### config.mk
export PLATFORM = sky130hd
export DESIGN_NAME = prog_loader
export DESIGN_NICKNAME = d
export VERILOG_FILES = /design/src/rtl/prog_loader_pkg.sv /design/src/rtl/loader_piso.sv /design/src/rtl/prog_loader.sv
export SDC_FILE = /design/constraint.sdc
export NUM_CORES = 1
export LEC_CHECK = 0
export BUFFER_PORTS_ARGS = -buffer_cell sky130_fd_sc_hd__buf_2
export CORE_MARGIN = 4
export CORE_UTILIZATION = 47
export DETAILED_ROUTE_END_ITERATION = 16
export MAX_ROUTING_LAYER = met4
export PLACE_DENSITY = 0.68
export SYNTH_ARGS = -nofsm -noshare
export SYNTH_HDL_FRONTEND = slang
export SYNTH_SLANG_ARGS = --single-unit
### constraint.sdc
create_clock -name clk -period 1.86 [get_ports clk]
set_input_delay 0.279 -clock clk [delete_from_list [all_inputs] [get_ports clk]]
set_output_delay 0.279 -clock clk [all_outputs]
set_load 0.03 [all_outputs]
### src/rtl/prog_loader_pkg.sv
// rtl/prog_loader_pkg.sv - shared state type, packet width and mode helpers for the image loader
package prog_loader_pkg;

  typedef enum logic [2:0] {
    IDLE,
    SETUP0,
    SETUP1,
    SHIFT,
    GAP,
    STALL,
    FIN
  } loader_state_t;

  // All-ones run code; users keep the low MODE_W bits
  localparam logic [31:0] RUN_MODE = '1;

  // Packet is {frame, data, addr}
  function automatic int pkt_width(input int data_w, input int addr_w);
    return 1 + data_w + addr_w;
  endfunction

  // Segment s is loaded under mode code s+1 (0 is reserved for idle)
  function automatic int seg_mode(input int s);
    return s + 1;
  endfunction

endpackage

### src/rtl/loader_piso.sv
// rtl/loader_piso.sv - parallel-load, LSB-first shift register with bit counter and last-bit flag
module loader_piso #(
  parameter int W = 13
) (
  input  logic         clk,
  input  logic         rst,
  input  logic         load,
  input  logic         shift,
  input  logic [W-1:0] din,
  output logic         dout,
  output logic         last
);

  localparam int CNT_W = (W > 1) ? $clog2(W) : 1;

  logic [W-1:0]     sr;
  logic [CNT_W-1:0] cnt;

  // Load a new packet or move the next bit down to the output position
  always_ff @(posedge clk or posedge rst) begin
    if (rst) begin
      sr  <= '0;
      cnt <= '0;
    end else if (load) begin
      sr  <= din;
      cnt <= '0;
    end else if (shift) begin
      sr  <= {1'b0, sr[W-1:1]};
      cnt <= cnt + CNT_W'(1);
    end
  end

  assign dout = sr[0];
  assign last = (cnt == CNT_W'(W - 1));

endmodule

### src/rtl/prog_loader.sv
// rtl/prog_loader.sv - serial image loader FSM; PROG_LOADER_PARITY_EN selects even-parity frame bit
module prog_loader
  import prog_loader_pkg::*;
#(
  parameter  int DATA_W = 8,
  parameter  int ADDR_W = 4,
  parameter  int N_SEG  = 2,
  localparam int MODE_W = $clog2(N_SEG + 2),
  localparam int SEG_W  = (N_SEG > 1) ? $clog2(N_SEG) : 1
) (
  input  logic              clk,
  input  logic              rst,
  input  logic              drive,
  input  logic [N_SEG-1:0]  seg_en,
  output logic [SEG_W-1:0]  img_seg,
  output logic [ADDR_W-1:0] img_addr,
  input  logic [DATA_W-1:0] img_data,
  input  logic              done_in,
  output logic              mosi_out,
  output logic [MODE_W-1:0] mode_out,
  output logic              done_out,
  output logic              busy
);

  localparam int                PKT_W    = pkt_width(DATA_W, ADDR_W);
  localparam logic [MODE_W-1:0] RUN_CODE = RUN_MODE[MODE_W-1:0];
  localparam logic [ADDR_W-1:0] ADDR_MAX = '1;

  loader_state_t     state_q, state_d;
  logic [SEG_W-1:0]  seg_q, seg_d;
  logic [ADDR_W-1:0] addr_q, addr_d;
  logic [N_SEG-1:0]  mask_q, mask_d;
  logic              done_seen_q, done_seen_d;

  logic [N_SEG-1:0]  scan_mask;
  int                scan_start;
  logic              scan_found;
  logic [SEG_W-1:0]  scan_idx;

  logic [MODE_W-1:0] seg_code;
  logic              frame_bit;
  logic [PKT_W-1:0]  pkt_word;
  logic              piso_load, piso_shift, piso_dout, piso_last;

  assign img_seg  = seg_q;
  assign img_addr = addr_q;
  assign seg_code = MODE_W'(seg_mode(int'(seg_q)));

`ifdef PROG_LOADER_PARITY_EN
  assign frame_bit = ^{img_data, addr_q};
`else
  assign frame_bit = 1'b0;
`endif

  assign pkt_word = {frame_bit, img_data, addr_q};

  loader_piso #(.W(PKT_W)) u_piso (
    .clk   (clk),
    .rst   (rst),
    .load  (piso_load),
    .shift (piso_shift),
    .din   (pkt_word),
    .dout  (piso_dout),
    .last  (piso_last)
  );

  // Lowest enabled segment at or above the scan start (fresh mask in IDLE, latched mask otherwise)
  always_comb begin
    scan_mask  = (state_q == IDLE) ? seg_en : mask_q;
    scan_start = (state_q == IDLE) ? 0 : int'(seg_q) + 1;
    scan_found = 1'b0;
    scan_idx   = '0;
    for (int i = N_SEG - 1; i >= 0; i--) begin
      if (scan_mask[i] && (i >= scan_start)) begin
        scan_found = 1'b1;
        scan_idx   = SEG_W'(i);
      end
    end
  end

  // State, segment/address counters, latched enable mask and done flag
  always_ff @(posedge clk or posedge rst) begin
    if (rst) begin
      state_q     <= IDLE;
      seg_q       <= '0;
      addr_q      <= '0;
      mask_q      <= '0;
      done_seen_q <= 1'b0;
    end else begin
      state_q     <= state_d;
      seg_q       <= seg_d;
      addr_q      <= addr_d;
      mask_q      <= mask_d;
      done_seen_q <= done_seen_d;
    end
  end

  // Next-state logic and outputs decoded from registered state
  always_comb begin
    state_d     = state_q;
    seg_d       = seg_q;
    addr_d      = addr_q;
    mask_d      = mask_q;
    done_seen_d = done_seen_q;
    piso_load   = 1'b0;
    piso_shift  = 1'b0;
    mode_out    = '0;
    mosi_out    = 1'b0;
    done_out    = 1'b0;
    busy        = 1'b0;
    case (state_q)
      IDLE: begin
        done_seen_d = 1'b0;
        if (drive) begin
          mask_d = seg_en;
          addr_d = '0;
          if (scan_found) begin
            seg_d   = scan_idx;
            state_d = SETUP0;
          end else begin
            seg_d   = '0;
            state_d = STALL;
          end
        end
      end
      SETUP0: begin
        busy     = 1'b1;
        mode_out = seg_code;
        state_d  = SETUP1;
      end
      SETUP1: begin
        busy      = 1'b1;
        mode_out  = seg_code;
        piso_load = 1'b1;
        state_d   = SHIFT;
      end
      SHIFT: begin
        busy       = 1'b1;
        mode_out   = seg_code;
        mosi_out   = piso_dout;
        piso_shift = 1'b1;
        if (piso_last) begin
          state_d = GAP;
        end
      end
      GAP: begin
        busy = 1'b1;
        if (addr_q == ADDR_MAX) begin
          addr_d = '0;
          if (scan_found) begin
            seg_d   = scan_idx;
            state_d = SETUP0;
          end else begin
            state_d = STALL;
          end
        end else begin
          addr_d  = addr_q + ADDR_W'(1);
          state_d = SETUP0;
        end
      end
      STALL: begin
        busy     = 1'b1;
        mode_out = RUN_CODE;
        state_d  = FIN;
      end
      FIN: begin
        done_out = 1'b1;
        mode_out = done_seen_q ? '0 : RUN_CODE;
        if (done_in) begin
          done_seen_d = 1'b1;
        end
        if (!drive) begin
          done_seen_d = 1'b0;
          state_d     = IDLE;
        end
      end
      default: begin
        state_d = IDLE;
      end
    endcase
    // Dropping drive while loading abandons the sequence
    if (busy && !drive) begin
      state_d    = IDLE;
      seg_d      = '0;
      addr_d     = '0;
      piso_load  = 1'b0;
      piso_shift = 1'b0;
    end
  end

endmodule

== Word level (Yosys, flattened, before mapping) ==
Index checks and enable logic that the tools add are counted.
Widths: inputs -> output; s select.

* Register bits after elaboration: 28
* Output and inout port bits: 10

* $add $sub $neg: 3
* $lt $le $gt $ge: 2
* Equal/unequal tests: 14
* Multiplexer cells: 38
* Reduce and logical (&&, ||, !) cells: 15

{| class="wikitable"
|+ Operator list
! cell !! count
|-
| $mux 13 || 2
|-
| $pmux 3 s7 || 1
|-
| $mux 4 || 5
|-
| $mux 3 || 6
|-
| $mux 1 || 17
|-
| $ne 3x3->1 const B || 5
|-
| $eq 3x3->1 const B || 3
|-
| $add 4x1->4 const B || 2
|-
| $eq 4x4->1 const B || 2
|-
| $pmux 4 s2 || 1
|-
| $eq 3x2->1 const B || 2
|-
| $mux 2 || 3
|-
| $pmux 2 s3 || 1
|-
| $reduce_and 2->1 || 3
|-
| $reduce_or 5->1 || 1
|-
| $ge 1x2->1 const A || 2
|-
| $pmux 1 s2 || 2
|-
| $reduce_and 4->1 || 1
|-
| $reduce_bool 2->1 || 2
|-
| $eq 3x1->1 const B || 1
|-
| $logic_and 1x1->1 || 3
|-
| $logic_not 3->1 || 1
|-
| $ne 3x2->1 const B || 1
|-
| $reduce_and 3->1 || 1
|-
| 4 further kinds || 4
|}

== Longest topological paths before layout ==
Gate-level depths: netlist of the first run.

* Depth in word-level cells: 10
* Mapped depth: 6

== Cells and area by module ==
Synthesis of the first run repeated with hierarchy kept, for this count alone.

* Cell total of the unflattened synthesis: 162
* Area total of the unflattened synthesis: 1584.0 µm²

{| class="wikitable"
|+ By module, submodules not included
! module !! times used !! cells each !! area an instance (µm²) !! sequential area each (µm²)
|-
| loader_piso || 1 || 77 || 834.6 || 425.4
|-
| prog_loader || 1 || 85 || 749.5 || 250.2
|}

== Least setup slack after synthesis of the first run ==
OpenSTA, ideal clock, no wires.

* Path type: reg2out
* From: register state_q[1]
* To: output port mode_out[0]
* Data arrival time: 1.473 ns
* Slack: 0.108 ns
* Cell stages (with the launch flop): 7
* Buffers on the path: 3
* Cell sequence: dfrtp_1 buf_6 buf_2 buf_2 nand2_1 o22ai_1 a21oi_1

* Word-level cells in the longest chain between the ends: 3

{| class="wikitable"
|+ RTL lines
! element !! line !! source
|-
| start, declared || prog_loader.sv:29 || <nowiki>loader_state_t state_q, state_d;</nowiki>
|-
| start signal, assigned || prog_loader.sv:90 || <nowiki>state_q <= state_d;</nowiki>
|-
| $eq 3x2->1 / $eq 3x1->1 (equally long branches) || prog_loader.sv:111 || <nowiki>case (state_q)</nowiki>
|-
| $reduce_or 3->1 (no line) || n/a ||
|-
| $pmux 2 s3 (*) || prog_loader.sv:111 ||
|-
| end, declared || prog_loader.sv:20 || <nowiki>output logic [MODE_W-1:0] mode_out,</nowiki>
|}

Mark *: on every way between the ends. The rest lies on a longest branch, timed or not.

== Final worst setup path of the first run ==
* From: register state_q[2]
* To: output port mosi_out

* Word-level cells in the longest chain between the ends: 2

{| class="wikitable"
|+ RTL lines
! element !! line !! source
|-
| $eq 3x2->1 || prog_loader.sv:111 ||
|-
| $mux 1 || prog_loader.sv:111 ||
|-
| end, declared || prog_loader.sv:19 || <nowiki>output logic mosi_out,</nowiki>
|}

Every way passes these cells.

==> results.toml, run 1 <==
[outcome]
status = "completed"

[timing]
final.min_clock_period_ps = 1730
timing.setup.tns_ps = 0
tightest_slew_ps = 377
clock_skew_ps = 1.23
setup_ws_ps = 127
final-hold-violation-count = 0
fmax_ghz = 0.577
rsz0062_at_grt = "no"
finalSetupViolCount = 0
fin_crit_sh_pct = 93.2
slew_viol_final = 0
maxSlewHeadroom_pct = 74.6
whs_ps = 212

[setup_path]
cp_slowest_stage_delay_ps = 530
r2r_start = "img_addr[0]"
slowest_stage = "dfrtp_2"
critPathTopFamily = "flip-flops"
cp-start-kind = "flop"
crit_path_start = "state_q[2]"
r2r-end = "img_seg"
critPathBufInv = 2
cp-end-kind = "output port"
arrival_ps = 1450
r2r_cells = 5
timing.reg2reg.setup_slack_ps = 230
worst-setup-path-type = "reg -> out"
required_ps = 1580
cp_cell_sequence = "inv_1 -> and4_1 -> buf_2"
cp_max_fo = 15

[logic_synthesis]
syn-cell-area_mm2 = 0.00147
syn_nets = 176
syn_area_per_cell_um2 = 9.27
yosysWarnings = 0
synth.top_cells.by_count = "dfrtp_1, nand2_1, o21ai_0, mux2i_1, buf_2"
syn_inst = 159
synth_edf_count = 0
yosysSeqAreaShare_pct = 44.1
synth_top_area_share_pct = 44.1
synth.distinct_cells = 41
synth_top_flop_cell = "dfrtp_1"
yosysMostFrequentCell = "dfrtp_1"
async_flop_share_pct = 100
post_synth_main_area_contributors = "dfrtp_1, mux2i_1, o21ai_0, nand2_1, ha_1"
yosysTopAreaCell = "dfrtp_1"
synth-seq-cells = 26

[final_layout]
antenna_cells = 0
drive_gt1_share_pct = 23.8
fin_nets = 199
area_delta_synth_final_pct = 14.4
stdcell_count = 225

[global_route]
grt_max_degree = 27
grt_util_all_layers_pct = 15.7
grt_pass1_wl_um = 5140
grt_pass1_vias = 1175
gr-total-overflow = 0
grt_antenna_before_repair = 0

[place]
port_buffers = 23
placedCellCount = 220
post-place-ws_ps = 242
place_hpwl_um = 2080
gp_congestion = 0.833

[clock_tree]
cts_tree = "done"
clkTransAtPathRegs_ps = 140
clkLatencyLatePin_ps = 320
numClockSinks = 26
postCtsSetupBuffers = 0
htree_levels = 1
cts_root_buffer = "clkbuf_4"
clockBufferDepth = 2
cts_made_buffers = 3

[drt]
drtPass1Iterations = 4
via_count = 1182
drtIter0Drc = 76
wire_per_inst_um = 13.0
routed_wl_um = 2920
drc = 0
vias_per_cell = 5.25
antenna_left = 0

[power_and_ir_drop]
clkPwrFrac_pct = 25.8
p_per_area_mw_per_mm2 = 893
pwr-share-seq_pct = 49.8
power.internal_mw = 1.04
switching_power_uw = 466
p_leak_nw = 0.802
pwr-share-comb_pct = 24.4
p_sw_share_pct = 30.9
peakVddDrop_v = 0.000499

[floorplan]
die_h_um = 64
die-area_mm2 = 0.00410
start_util_pct = 48.7
num_rows = 20
die_x_um = 64
core-area_mm2 = 0.00303
ios = 24

[min_path]
worst_hold_path.endpoint = "u_piso.sr[11]"
hp-start = "img_data[7]"
whs_path_depth = 3
worst_hold_path_type = "in -> reg"

[flow_run]
maxCapViolCount = 0
## how the worst max path moves through the flow
stage	endpoint	slack, ps	depth (start not counted)
2_1_floorplan	mode_out[0]	110	6
3_3_place_gp	img_seg	320	5
3_5_place_dp	img_seg	240	5
4_1_cts	mode_out[1]	110	4
5_1_grt	mode_out[1]	10	4
6_report	mosi_out	130	3
## cell families after synthesis
family	count (synthesis)	synth area share, %
AOI/OAI and AO/OA	43	17.9
adders and majority gates	3	2.55
buffers and inverters	18	6.20
DFF	26	44.1
muxes	14	9.93
and+or+nand+nor	55	19.3
## through the flow
| stage | utilization [%] | instance area, um2 | power (mW) |
|---|---|---|---|
| 2_1_floorplan | - | 1470 | 1.03 |
| 3_3_place_gp | 53.5 | 1620 | 1.11 |
| 3_5_place_dp | 53.5 | 1620 | 1.13 |
| 4_1_cts | 55.7 | 1690 | 1.52 |
| 5_1_grt | 55.7 | 1690 | 1.60 |
| 6_report | 55.7 | 1690 | 1.51 |
## layout make-up
| cell class | instances | area, um2 |
|---|---|---|
| clock buffers | 3 | 22.5 |
| flip-flops and latches | 26 | 654 |
| well taps | 44 | 55.1 |
| repair buffers | 30 | 170 |
| fillers | 270 | 1340 |
| multi-input cells | 115 | 732 |
| inverters | 6 | 22.5 |
| clock inverters | 1 | 30.0 |
## power by group through the flow
stage               combinational [mW]  sequential, mW  clock (mW)
global placement                 0.357           0.750           0
detailed placement               0.369           0.762           0
finish                           0.367           0.751       0.389
CTS                              0.372           0.751       0.401
floorplan                        0.296           0.735           0
global route                     0.414           0.770       0.417
## state kept, by name, indices dropped and copies added, names as in the netlist
name / count
mask_q: 1
u_piso.cnt: 4
u_piso.sr: 12
img_seg: 1
done_seen_q: 1
img_addr: 4
state_q: 3
## cells in the final DEF (no fill, tap or decap), drive strengths merged, types with 2 or more instances in the layout
| master | count |
|---|---|
| buf | 29 |
| dfrtp | 26 |
| nand2 | 25 |
| o21ai | 23 |
| mux2i | 12 |
| nor2 | 7 |
| inv | 6 |
| a21oi | 5 |
| nand3 | 5 |
| nor3 | 4 |
| nand2b | 3 |
| ha | 3 |
| clkbuf | 3 |
| nand3b | 2 |
| nor2b | 2 |
| a21o | 2 |
| o32ai | 2 |
| and3 | 2 |
| mux2 | 2 |
| a211oi | 2 |
## repair_timing
action | CTS | global route
setup endpoints to repair | 3 | 2
endpoints found under the hold margin | 26 | 0
pin swaps | 0 | 0
hold buffers | 1 | 0
gates resized for setup | 2 | 1
## worst register-to-register path: cells and delay by family (launching register included)
family	cells	cell delay (ps)
adders and majority gates	1	290
DFF	1	460
AOI/OAI and AO/OA	1	70
and+or+nand+nor	2	420
muxes	1	300
## per-layer routing
| layer | global-route usage, % | share of wire, % | vias up |
|---|---|---|---|
| met2 | 24.5 | 49 | 13 |
| met1 | 20.8 | 48 | 559 |
| met4 | 5.39 | 0.58 | 0 |
| met3 | 2.28 | 2.6 | 2 |
| li1 | - | - | 608 |
| met5 | - | 0 | - |
No activity file was read; power rests on OpenSTA's default activity.
==> inputs of run 2 (changes only) <==
BUFFER_PORTS_ARGS = unset   (was -buffer_cell sky130_fd_sc_hd__buf_2)
DONT_BUFFER_PORTS = 1   (was unset)
PLACE_DENSITY = unset   (was 0.68)
==> run 2 against run 1 <==
  * Sequential share of layout area up 0.36 points
  * Count of clock-buffer cells in the layout unchanged
  * Largest cell class unchanged
  * Total power down 0.11%
==> results.toml, run 2 (same netlist as run 1, synthesis figures left out) <==
[outcome]
status = "completed"

[place]
gp_congestion = 0.858
placed_cell_area_mm2 = 0.00158
place_hpwl_um = 2070
port_buffers = 0
placedCellCount = 207

[min_path]
worst_hold_path_type = "in -> reg"

[clock_tree]
clkLatencyLatePin_ps = 320
cts_made_buffers = 3
clockBufferDepth = 2
clkTransAtPathRegs_ps = 140
htree_levels = 1
numClockSinks = 26
cts_tree = "done"
cts_root_buffer = "clkbuf_4"

[drt]
vias_per_cell = 5.40
drtPass1Iterations = 5
drtIter0Drc = 65
m1WireLength_um = 1350
met2WireLength_um = 1500
drc = 0
wire_per_inst_um = 13.9
via_count = 1160
route.met3.wl_um = 125
routed_wl_um = 2990
top_layer_used = "met4"
antenna_left = 0

[setup_path]
critPathBufInv = 2
arrival_ps = 1470
required_ps = 1580
worst-setup-path-type = "reg -> out"
cp-start-kind = "flop"
cp_max_fo = 10
critPathTopFamily = "flip-flops"
cp_cell_sequence = "buf_4 -> nor3_1 -> a21oi_1 -> buf_4"
cp_slowest_stage_delay_ps = 490
cp_common_cell = "buf_4"
slowest_stage = "dfrtp_2"
cp-end-kind = "output port"

[global_route]
grt_pass1_vias = 1172
grt_antenna_before_repair = 0
gr-total-overflow = 0
grt_max_degree = 27
grt_pass1_wl_um = 5150
grt_util_all_layers_pct = 15.9

[timing]
timing.setup.tns_ps = 0
tightest_slew_ps = 410
whs_ps = 58.4
fin_crit_sh_pct = 94.2
final.min_clock_period_ps = 1750
maxSlewHeadroom_pct = 72.6
slew_viol_final = 0
final-hold-violation-count = 0
finalSetupViolCount = 0
clock_skew_ps = 2.67
fmax_ghz = 0.571
rsz0062_at_grt = "no"

[final_layout]
layout_commonest_cell = "nand2_1"
fin_area_mm2 = 0.00167
drive_gt1_share_pct = 18.7
largest_register_ffs = 12
stdcell_count = 215
area_delta_synth_final_pct = 13.2
antenna_cells = 0
most-common-layout-cells = "nand2_1, dfrtp_1, o21ai_0, buf_4, mux2i_1"
fin_nets = 189
largest_register = "u_piso.sr"

[floorplan]
start_util_pct = 48.7
die-area_mm2 = 0.00410
die_h_um = 64
ios = 24
num_rows = 20
die_x_um = 64
core-area_mm2 = 0.00303

[power_and_ir_drop]
peakVddDrop_v = 0.000372
finalPower_mw = 1.51
p_leak_nw = 0.769
p_per_area_mw_per_mm2 = 903

[flow_run]
maxCapViolCount = 0
## run 2: final timing paths
path                               from           end  slack (ps)  cells past startpoint
min in group asynchronous           rst  u_piso.sr[5]         440                      3
max in group asynchronous           rst    state_q[2]        1150                      3
min                               drive    state_q[0]          60                      2
max reg2reg                  state_q[2]  u_piso.sr[6]         240                      5
min reg2reg                u_piso.sr[4]  u_piso.sr[4]         500                      2
max                          state_q[1]          busy         110                      4
## run 2: layout make-up
cell class	instances	area, um2
inverters	6	22.5
repair buffers	20	153
well taps	44	55.1
multi-input cells	115	732
flip-flops and latches	26	653
clock inverters	1	30.0
clock buffers	3	22.5
fillers	284	1360
## run 2: routing by layer
| layer | vias up | GRT usage (%) |
|---|---|---|
| met1 | 548 | 18.8 |
| li1 | 587 | - |
| met5 | - | - |
| met3 | 2 | 3.69 |
| met2 | 23 | 27.4 |
| met4 | 0 | 4.04 |
## run 2: power by group
group	switching, mW	internal, mW
clock network	0.168	0.218
logic	0.220	0.171
registers	0.0656	0.663
## run 2: metrics by stage
stage | utilization (%) | setup WS [ps]
6_report | 55.1 | 109
5_1_grt | 55.1 | 11.2
4_1_cts | 54.3 | 17.2
3_5_place_dp | 52.2 | 268
3_3_place_gp | 52.2 | 292
2_1_floorplan | - | 108
## run 2: what timing repair did
| item | 4_1_cts | 5_1_grt |
|---|---|---|
| endpoints found under the setup margin | 3 | 3 |
| endpoints found under the hold margin | 26 | 0 |
| buffers inserted | 0 | 3 |
| hold buffers | 1 | 0 |
| resized for setup | 2 | 0 |
==> inputs of run 3 (changes only) <==
SETUP_SLACK_MARGIN = 0.15   (was unset)
clock period = 2.2 ns   (was 1.86 ns; I/O delays follow)
==> run 3 against run 2 <==
  * Sequential share of layout area grew 1.4 points
  * Count of clock-buffer cells in the layout is the same
  * Flip-flop and latch count is the same
  * Register-to-register slack gained 330 ps
  * First-iteration DRC count grew 3.1%
  * Largest power group unchanged
==> results.toml, run 3 (same netlist as run 1, synthesis figures left out) <==
[outcome]
status = "completed"

[drt]
routed_wl_um = 2780
vias_per_cell = 5.42
antenna_left = 0
drtPass1Iterations = 4
wire_per_inst_um = 13.4
drc = 0
drtIter0Drc = 67
via_count = 1122

[timing]
fmax_ghz = 0.522
final.min_clock_period_ps = 1920
slew_viol_final = 0
final-hold-violation-count = 0
finalSetupViolCount = 0
tightest_slew_ps = 541
timing.setup.tns_ps = 0
rsz0062_at_grt = "no"
clock_skew_ps = 4.44
fin_crit_sh_pct = 87.1
maxSlewHeadroom_pct = 63.8

[setup_path]
required_ps = 1870
critPathBufInv = 2
slowest_stage = "dfrtp_1"
cp-start-kind = "flop"
cp_max_fo = 13
cp_cell_sequence = "buf_4 -> nor3_1 -> a21oi_1 -> buf_4"
critPathTopFamily = "flip-flops"
arrival_ps = 1590
cp-end-kind = "output port"
worst-setup-path-type = "reg -> out"
cp_common_cell = "buf_4"
cp_slowest_stage_delay_ps = 520

[power_and_ir_drop]
p_per_area_mw_per_mm2 = 784
finalPower_mw = 1.26
peakVddDrop_v = 0.000371
clkPwrFrac_pct = 26.3
pwr-share-seq_pct = 50.8
p_leak_nw = 0.728
power.internal_uw = 873
pwr-share-comb_pct = 22.9
p_sw_share_pct = 30.7
switching_power_uw = 387

[floorplan]
die_h_um = 64
die-area_mm2 = 0.00410
core-area_mm2 = 0.00303
ios = 24
start_util_pct = 48.7
num_rows = 20
die_x_um = 64

[global_route]
grt_antenna_before_repair = 0
grt_pass1_vias = 1116
grt_pass1_wl_um = 5020
gr-total-overflow = 0
grt_util_all_layers_pct = 15.5
grt_max_degree = 27

[clock_tree]
postCtsSetupBuffers = 0
cts_tree = "done"
clkLatencyLatePin_ps = 320
clkTransAtPathRegs_ps = 150
cts_made_buffers = 3
htree_levels = 1
clockBufferDepth = 2
numClockSinks = 26
cts_root_buffer = "clkbuf_4"

[place]
gp_congestion = 0.842
port_buffers = 0
place_hpwl_um = 2000

[final_layout]
fill_cells = 273
largest_register_ffs = 12
area_delta_synth_final_pct = 9.00
largest_register = "u_piso.sr"
antenna_cells = 0
most-common-layout-cells = "nand2_1, dfrtp_1, o21ai_0"
drive_gt1_share_pct = 14.1
fin_nets = 181

[min_path]
worst_hold_path_type = "in -> reg"

[flow_run]
maxCapViolCount = 0
## run 3: layer usage
metal | part of all wire [%] | global-route usage [%] | vias to the layer above
met4 | 0.54 | 5.12 | 0
met2 | 49 | 24.1 | 14
met3 | 3.3 | 3.51 | 2
li1 | - | - | 574
met5 | 0 | - | -
met1 | 47 | 20.0 | 532
## run 3: final timing paths
kind | slack (ps) | start | cells after the start | end
worst max-delay path | 280 | state_q[1] | 4 | busy
worst min-delay path | 100 | drive | 2 | state_q[0]
worst max register to register | 570 | state_q[1] | 5 | img_addr[3]
worst min register to register | 500 | u_piso.sr[6] | 2 | u_piso.sr[6]
max in group asynchronous | 1450 | rst | 3 | state_q[2]
min in group asynchronous | 490 | rst | 3 | u_piso.sr[11]
## run 3: worst reg2reg max path, cell delays in order (launching register included)
cell and delay, ps:
dfrtp_1 520, buf_4 240, or4_4 540, nand3_2 120
o21ai_1 70, o21ai_1 90
## run 3: cell type report
cell class / count / area (um2) / area share, %
inverter: 6 / 22.5 / 1.40
multi-input combinational: 115 / 732 / 45.6
clock inverter: 1 / 30.0 / 1.87
timing repair buffer: 12 / 92.6 / 5.76
tap: 44 / 55.1 / 3.43
clock buffer: 3 / 22.5 / 1.40
sequential: 26 / 652 / 40.6
## run 3: repair_timing
item,4_1_cts,5_1_grt
hold buffers,1,0
gates resized for setup,1,0
hold endpoints to repair,26,0
endpoints found under the setup margin,2,0
## run 3: stage by stage
stage | util, % | instances | hold WS (ps) | area (um2) | setup slack, ps
after floorplan | - | 159 | 370 | 1470 | 397
after CTS | 53.1 | 207 | 91.3 | 1610 | 284
after global routing | 53.1 | 207 | 94.0 | 1610 | 200
after global placement | 51.0 | 202 | 294 | 1540 | 559
final | 53.1 | 207 | 98.6 | 1610 | 285
after detailed placement | 51.0 | 202 | 312 | 1540 | 509
## run 3: power by group through the flow
stage               sequential [mW]  combinational, mW  clock [mW]
floorplan                     0.622              0.250           0
global placement              0.643              0.280           0
detailed placement            0.650              0.289           0
CTS                           0.640              0.291       0.341
global route                  0.653              0.333       0.364
finish                        0.641              0.288       0.331
